$ cat src/rtl/vc_sram_req_resp_adapter.sv
// vc_sram_req_resp_adapter
//   Val/rdy front end for the synchronous 1rw SRAM. A request that fires drives
//   the SRAM ports in the same cycle. The read data comes back one cycle later
//   (stage S1). That data is either bypassed straight to the response port or
//   captured in a 2-entry response FIFO, so response backpressure never stalls
//   the SRAM.
//
// Ports
//   clk, reset_n                  clock, async active-low reset
//   req_val/req_rdy               request handshake
//   req_type                      0 = read, 1 = write
//   req_addr/req_data/req_byte_en request fields
//   resp_val/resp_rdy             response handshake
//   resp_type/resp_data           response (data is zero for writes)
//   sram_*                        direct connection to the SRAM macro
module vc_sram_req_resp_adapter #(
  parameter  int p_mem_sz    = 32,
  parameter  int p_data_sz   = 32,
  localparam int c_addr_sz   = $clog2(p_mem_sz),
  localparam int c_num_bytes = (p_data_sz + 7) / 8
) (
  input  logic                   clk,
  input  logic                   reset_n,
  input  logic                   req_val,
  output logic                   req_rdy,
  input  logic                   req_type,
  input  logic [c_addr_sz-1:0]   req_addr,
  input  logic [p_data_sz-1:0]   req_data,
  input  logic [c_num_bytes-1:0] req_byte_en,
  output logic                   resp_val,
  input  logic                   resp_rdy,
  output logic                   resp_type,
  output logic [p_data_sz-1:0]   resp_data,
  output logic                   sram_en,
  output logic                   sram_write_en,
  output logic [c_num_bytes-1:0] sram_byte_en,
  output logic [c_addr_sz-1:0]   sram_addr,
  output logic [p_data_sz-1:0]   sram_write_data,
  input  logic [p_data_sz-1:0]   sram_read_data
);

  typedef struct packed {
    logic                 typ;
    logic [p_data_sz-1:0] data;
  } resp_t;

  logic       fire;
  logic       s1_val, s1_type;
  resp_t      s1_resp, head, q_mem [2];
  logic       q_rd, q_wr;
  logic [1:0] q_cnt;
  logic       q_ne, enq, deq;

  // Credit check uses only registered state, so resp_rdy never reaches req_rdy.
  // s1 + queue never exceeds 2, which makes FIFO overflow impossible.
  assign req_rdy = ({1'b0, s1_val} + q_cnt) < 2'd2;
  assign fire    = req_val && req_rdy;

  assign sram_en         = fire;
  assign sram_write_en   = fire && req_type;
  assign sram_addr       = req_addr;
  assign sram_write_data = req_data;
  assign sram_byte_en    = req_byte_en;

  // The SRAM returns read-before-write data on writes; drop it.
  assign s1_resp.typ  = s1_type;
  assign s1_resp.data = s1_type ? '0 : sram_read_data;

  assign q_ne = (q_cnt != 2'd0);
  assign head = q_mem[q_rd];

  // The queue head has priority. Otherwise S1 data is bypassed in the cycle it appears.
  assign resp_val  = q_ne || s1_val;
  assign resp_type = q_ne ? head.typ  : s1_resp.typ;
  assign resp_data = q_ne ? head.data : s1_resp.data;

  // S1 data must be captured unless it leaves via the bypass this cycle.
  // Holding it in the FIFO also keeps resp_data stable during a stall, because
  // sram_read_data is valid only for that one cycle.
  assign deq = q_ne && resp_rdy;
  assign enq = s1_val && (q_ne || !resp_rdy);

  always_ff @(posedge clk or negedge reset_n) begin
    if (!reset_n) begin
      s1_val  <= 1'b0;
      s1_type <= 1'b0;
      q_rd    <= 1'b0;
      q_wr    <= 1'b0;
      q_cnt   <= 2'd0;
    end else begin
      s1_val <= fire;
      if (fire) s1_type <= req_type;
      if (enq)  q_wr <= ~q_wr;
      if (deq)  q_rd <= ~q_rd;
      case ({enq, deq})
        2'b10:   q_cnt <= q_cnt + 2'd1;
        2'b01:   q_cnt <= q_cnt - 2'd1;
        default: q_cnt <= q_cnt;
      endcase
    end
  end

  // FIFO storage needs no reset; entries are qualified by q_cnt.
  always_ff @(posedge clk) begin
    if (enq) q_mem[q_wr] <= s1_resp;
  end

endmodule

$ cat config.mk
export PLATFORM = sky130hd
export DESIGN_NAME = vc_sram_req_resp_adapter
export DESIGN_NICKNAME = d
export VERILOG_FILES = /design/src/rtl/vc_sram_req_resp_adapter.sv
export SDC_FILE = /design/constraint.sdc
export NUM_CORES = 1
export LEC_CHECK = 0
export CAP_MARGIN = 20
export CORE_MARGIN = 3
export CORE_UTILIZATION = 40
export DETAILED_ROUTE_END_ITERATION = 10
export GPL_TIMING_DRIVEN = 0
export HOLD_SLACK_MARGIN = 0.03
export PLACE_DENSITY = 0.77
export SKIP_CTS_REPAIR_TIMING = 1
export SYNTH_ARGS = -nofsm -noshare
export SYNTH_HDL_FRONTEND = slang
export SYNTH_SLANG_ARGS = --single-unit
$ cat constraint.sdc
create_clock -name clk -period 3.4 [get_ports clk]
set_clock_uncertainty 0.15 [all_clocks]
set_input_delay 1.02 -clock clk [delete_from_list [all_inputs] [get_ports clk]]
set_output_delay 1.02 -clock clk [all_outputs]
set_load 0.01 [all_outputs]
==> metrics.csv, run 1 <==
stage;metric;value;unit
outcome;status;complete, but fails checks;
outcome;failing checks;setup timing;
clocking;deepest clock path buffer count;2;
run;max-cap viol count;0;
global_route;initial antenna violation count;0;
setup_path;Crit Path Class;in -> out;
logic_synthesis;Post-Syn Area;0.00355;mm²
worst_hold_path;Hold WC Path Type;reg -> reg;
floorplan;Cell Rows;33;
placed_design;Area after DPL;0.00488;mm²
floorplan;Starting Density;0.422;
floorplan;die area;0.0100;mm²
worst_hold_path;Hold Startpoint;q_cnt[1];
layout;Antenna diodes;0;
clocking;CTS Sinks;72;
global_route;first-pass GRT wire length;11600;µm
power_and_ir_drop;Logic pwr share;0.518;
timing;Max Fclk;279;MHz
setup_path;FF-to-FF Start;q_cnt[0];
clocking;Worst-Skew Late Latency;320;ps
power_and_ir_drop;Leak Pwr;2.30;nW
floorplan;Die Y;100;µm
timing;max-slew violation count;0;
layout;Non-Filler Instances;518;
power_and_ir_drop;internal power;2.84;mW
setup_path;Worst EP required;2230;ps
route;First-pass DRT Iterations;4;
clocking;CTS H-tree depth;3;
power_and_ir_drop;power per cell area;833;mW/mm²
logic_synthesis;Synth Register Bits;72;
global_route;gr usage total;0.148;
layout;most common cell after layout, fill and taps aside;clkdlybuf4s50_1;
global_route;Remaining Overflow, GRT;0;
route;drt drc;0;
setup_path;Worst Setup End Kind;primary output;
timing;Final setup viols;3;
worst_hold_path;hold path cells;1;
power_and_ir_drop;Peak supply drop;519;µV
route;Total Wirelength;7770;µm
clocking;Reg clk slew, reported paths;70;ps
setup_path;CP Max Fanout;3;
timing;final hold vios;0;
setup_path;max incr delay on CP;550;ps
setup_path;crit start category;primary input;
placed_design;dpl cells;502;
logic_synthesis;Synth Warn #;0;
layout;commonest cells after routing, fill and taps aside;clkdlybuf4s50_1, edfxtp_1, buf_4, mux2i_1;
route;Antenna Nets Post-Route;0;
power_and_ir_drop;clock power share;0.162;
layout;Area Overhead vs Synth;48.0;%
clocking;number of CTS-inserted buffers;9;
setup_path;r2r setup slk;1540;ps
logic_synthesis;Synth top area share;0.558;
logic_synthesis;cell count after synthesis;281;
timing;Relative slew margins;0.490;
timing;Final WS setup;-190;ps
setup_path;Worst R2R End;q_cnt[1];
logic_synthesis;Area contributors post-synth;edfxtp_1, mux2i_1, buf_4;
route;drt initial violations;75;
logic_synthesis;Seq/Total Area, Yosys;0.600;
placed_design;HPWL after DPL;5560;µm
logic_synthesis;Avg Cell Area, Syn;12.6;µm²
placed_design;Port Buffers;114;
layout;design area;0.00526;mm²
placed_design;global placer's final weighted congestion;0.727;
setup_path;CP Cell Sequence;clkdlybuf4s50_1 -> nor2b_1 -> nor2_1 -> a21oi_1 -> clkdlybuf4s50_1;
power_and_ir_drop;sw frac;0.352;
route;vias per inst;4.68;
route;DR vias;2425;
global_route;largest net degree at the start of global routing;28;
setup_path;Reg2Reg Depth;6;
floorplan;# IOs;156;
setup_path;slowest stage cell, crit path;clkdlybuf4s50_1;
power_and_ir_drop;total power;4.38;mW
clocking;CTS tree;done;
floorplan;Die Wd;100;µm
layout;nets;487;
route;Avg WL per Cell;15.0;µm
logic_synthesis;syn_nets;360;
timing;min Tclk post-route;3590;ps
timing;Slew @ Worst Pin;765;ps
setup_path;critical path data arrival time;2420;ps
logic_synthesis;post-synth cell types;23;
logic_synthesis;cell type with the largest total area after synthesis;edfxtp_1;
worst_hold_path;Hold EP;q_cnt[1];
layout;Core Util, Final;0.624;
placed_design;pre-CTS WS;-346;ps
clocking;Root Buffer;clkbuf_8;
layout;ratio of cells with drive above 1 in the final layout;0.266;
global_route;vias in the first global route;2490;
floorplan;core area;0.00842;mm²
timing;RSZ-0062 raised after global routing;true;
setup_path;critical path's most frequent cell;clkdlybuf4s50_1;
timing;final clock period utilization by the worst path;1.06;
power_and_ir_drop;sequential power share;0.320;
power_and_ir_drop;Switch Pwr;1.54;mW
[Yosys cell counts, drive strengths merged]
master and n:
xor2 3, a21oi 33, dfrtp 6, or3 1, clkbuf 3, buf 53, ha 1, nor2b 32
nor2 36, and2 2, nand2b 1, xnor2 3, o21ai 1, or2 1, nand2 2, inv 2
edfxtp 66, mux2 1, mux2i 34
[power groups by stage]
stage | sequential [mW] | combinational (mW) | clock (mW)
after CTS | 1.40 | 2.34 | 0.732
after detailed placement | 1.42 | 2.33 | 0
after global placement | 1.42 | 2.25 | 0
after global routing | 1.43 | 2.48 | 0.761
final | 1.40 | 2.27 | 0.709
after floorplan | 1.39 | 1.26 | 0
[worst max-delay path, delay by kind of cell]
family,cells,cell delay [ps]
AO/OA/AOI/OAI,1,120
buffers and inverters,2,990
AND/OR/NAND/NOR,2,280
[layer usage]
layer  global-route usage  share of wire  vias up  wire, µm
met3               0.0327          0.074        8       573
met5                    0              0        -         0
met1                0.177           0.38     1118      2960
met4               0.0497          0.011        0        85
met2                0.264           0.53      112      4150
li1                     -              -     1187         -
[per-stage QoR]
step                hold WS (ps)  setup TNS (ps)
floorplan                    317               0
finish                       380            -492
global route                 418            -764
CTS                          429           -7070
detailed placement           410           -6860
global placement             330          -76010
[layout make-up]
cell class                      count  area, µm²
Fill cell                         672       3160
Timing Repair Buffer              116       1260
Buffer                             56        418
Sequential cell                    72       2130
Inverter                            2       7.51
Multi-Input combinational cell    151       1100
Tap cell                          105        131
Clock buffer                       10        128
Clock inverter                      6       83.8
[sequential cells by signal, summed over array words and instances (netlist names)]
| signal | flops |
|---|---|
| q_cnt | 2 |
| q_mem | 66 |
| q_rd | 1 |
| q_wr | 1 |
| s1_type | 1 |
| s1_val | 1 |
[worst max-delay path by stage]
stage / startpoint / end / cells past startpoint
3_5_place_dp: req_val / sram_write_en / 5
2_1_floorplan: resp_rdy / q_mem[1][0] / 3
4_1_cts: req_val / sram_write_en / 5
6_report: sram_read_data[14] / resp_data[14] / 5
3_3_place_gp: resp_rdy / q_mem[0][4] / 4
5_1_grt: sram_read_data[18] / resp_data[18] / 5
[logic make-up (layout without fill, tap and decap cells)]
group                    Yosys count  in the layout  synth area share
buffers and inverters             58            190             0.119
adder cells (fa/ha/maj)            1              1           0.00352
AO/OA/AOI/OAI                     34             34            0.0564
multiplexers                      35             35            0.0990
XOR/XNOR                           6              6            0.0148
AND/OR/NAND/NOR                   75             75             0.107
flip-flops                        72             72             0.600
No activity file was read; power rests on OpenSTA's default activity.
==> run 2, diff against run 1 <==
- CAP_MARGIN: 20 -> unset
==> results of run 2 <==
The final DEF is identical to that of run 1; final timing and power are the same.
==> run 3, diff against run 2 <==
- CAP_MARGIN: unset -> 15
- GPL_ROUTABILITY_DRIVEN: unset -> 1
==> results of run 3 <==
The final DEF is identical to that of run 1; final timing and power are the same.
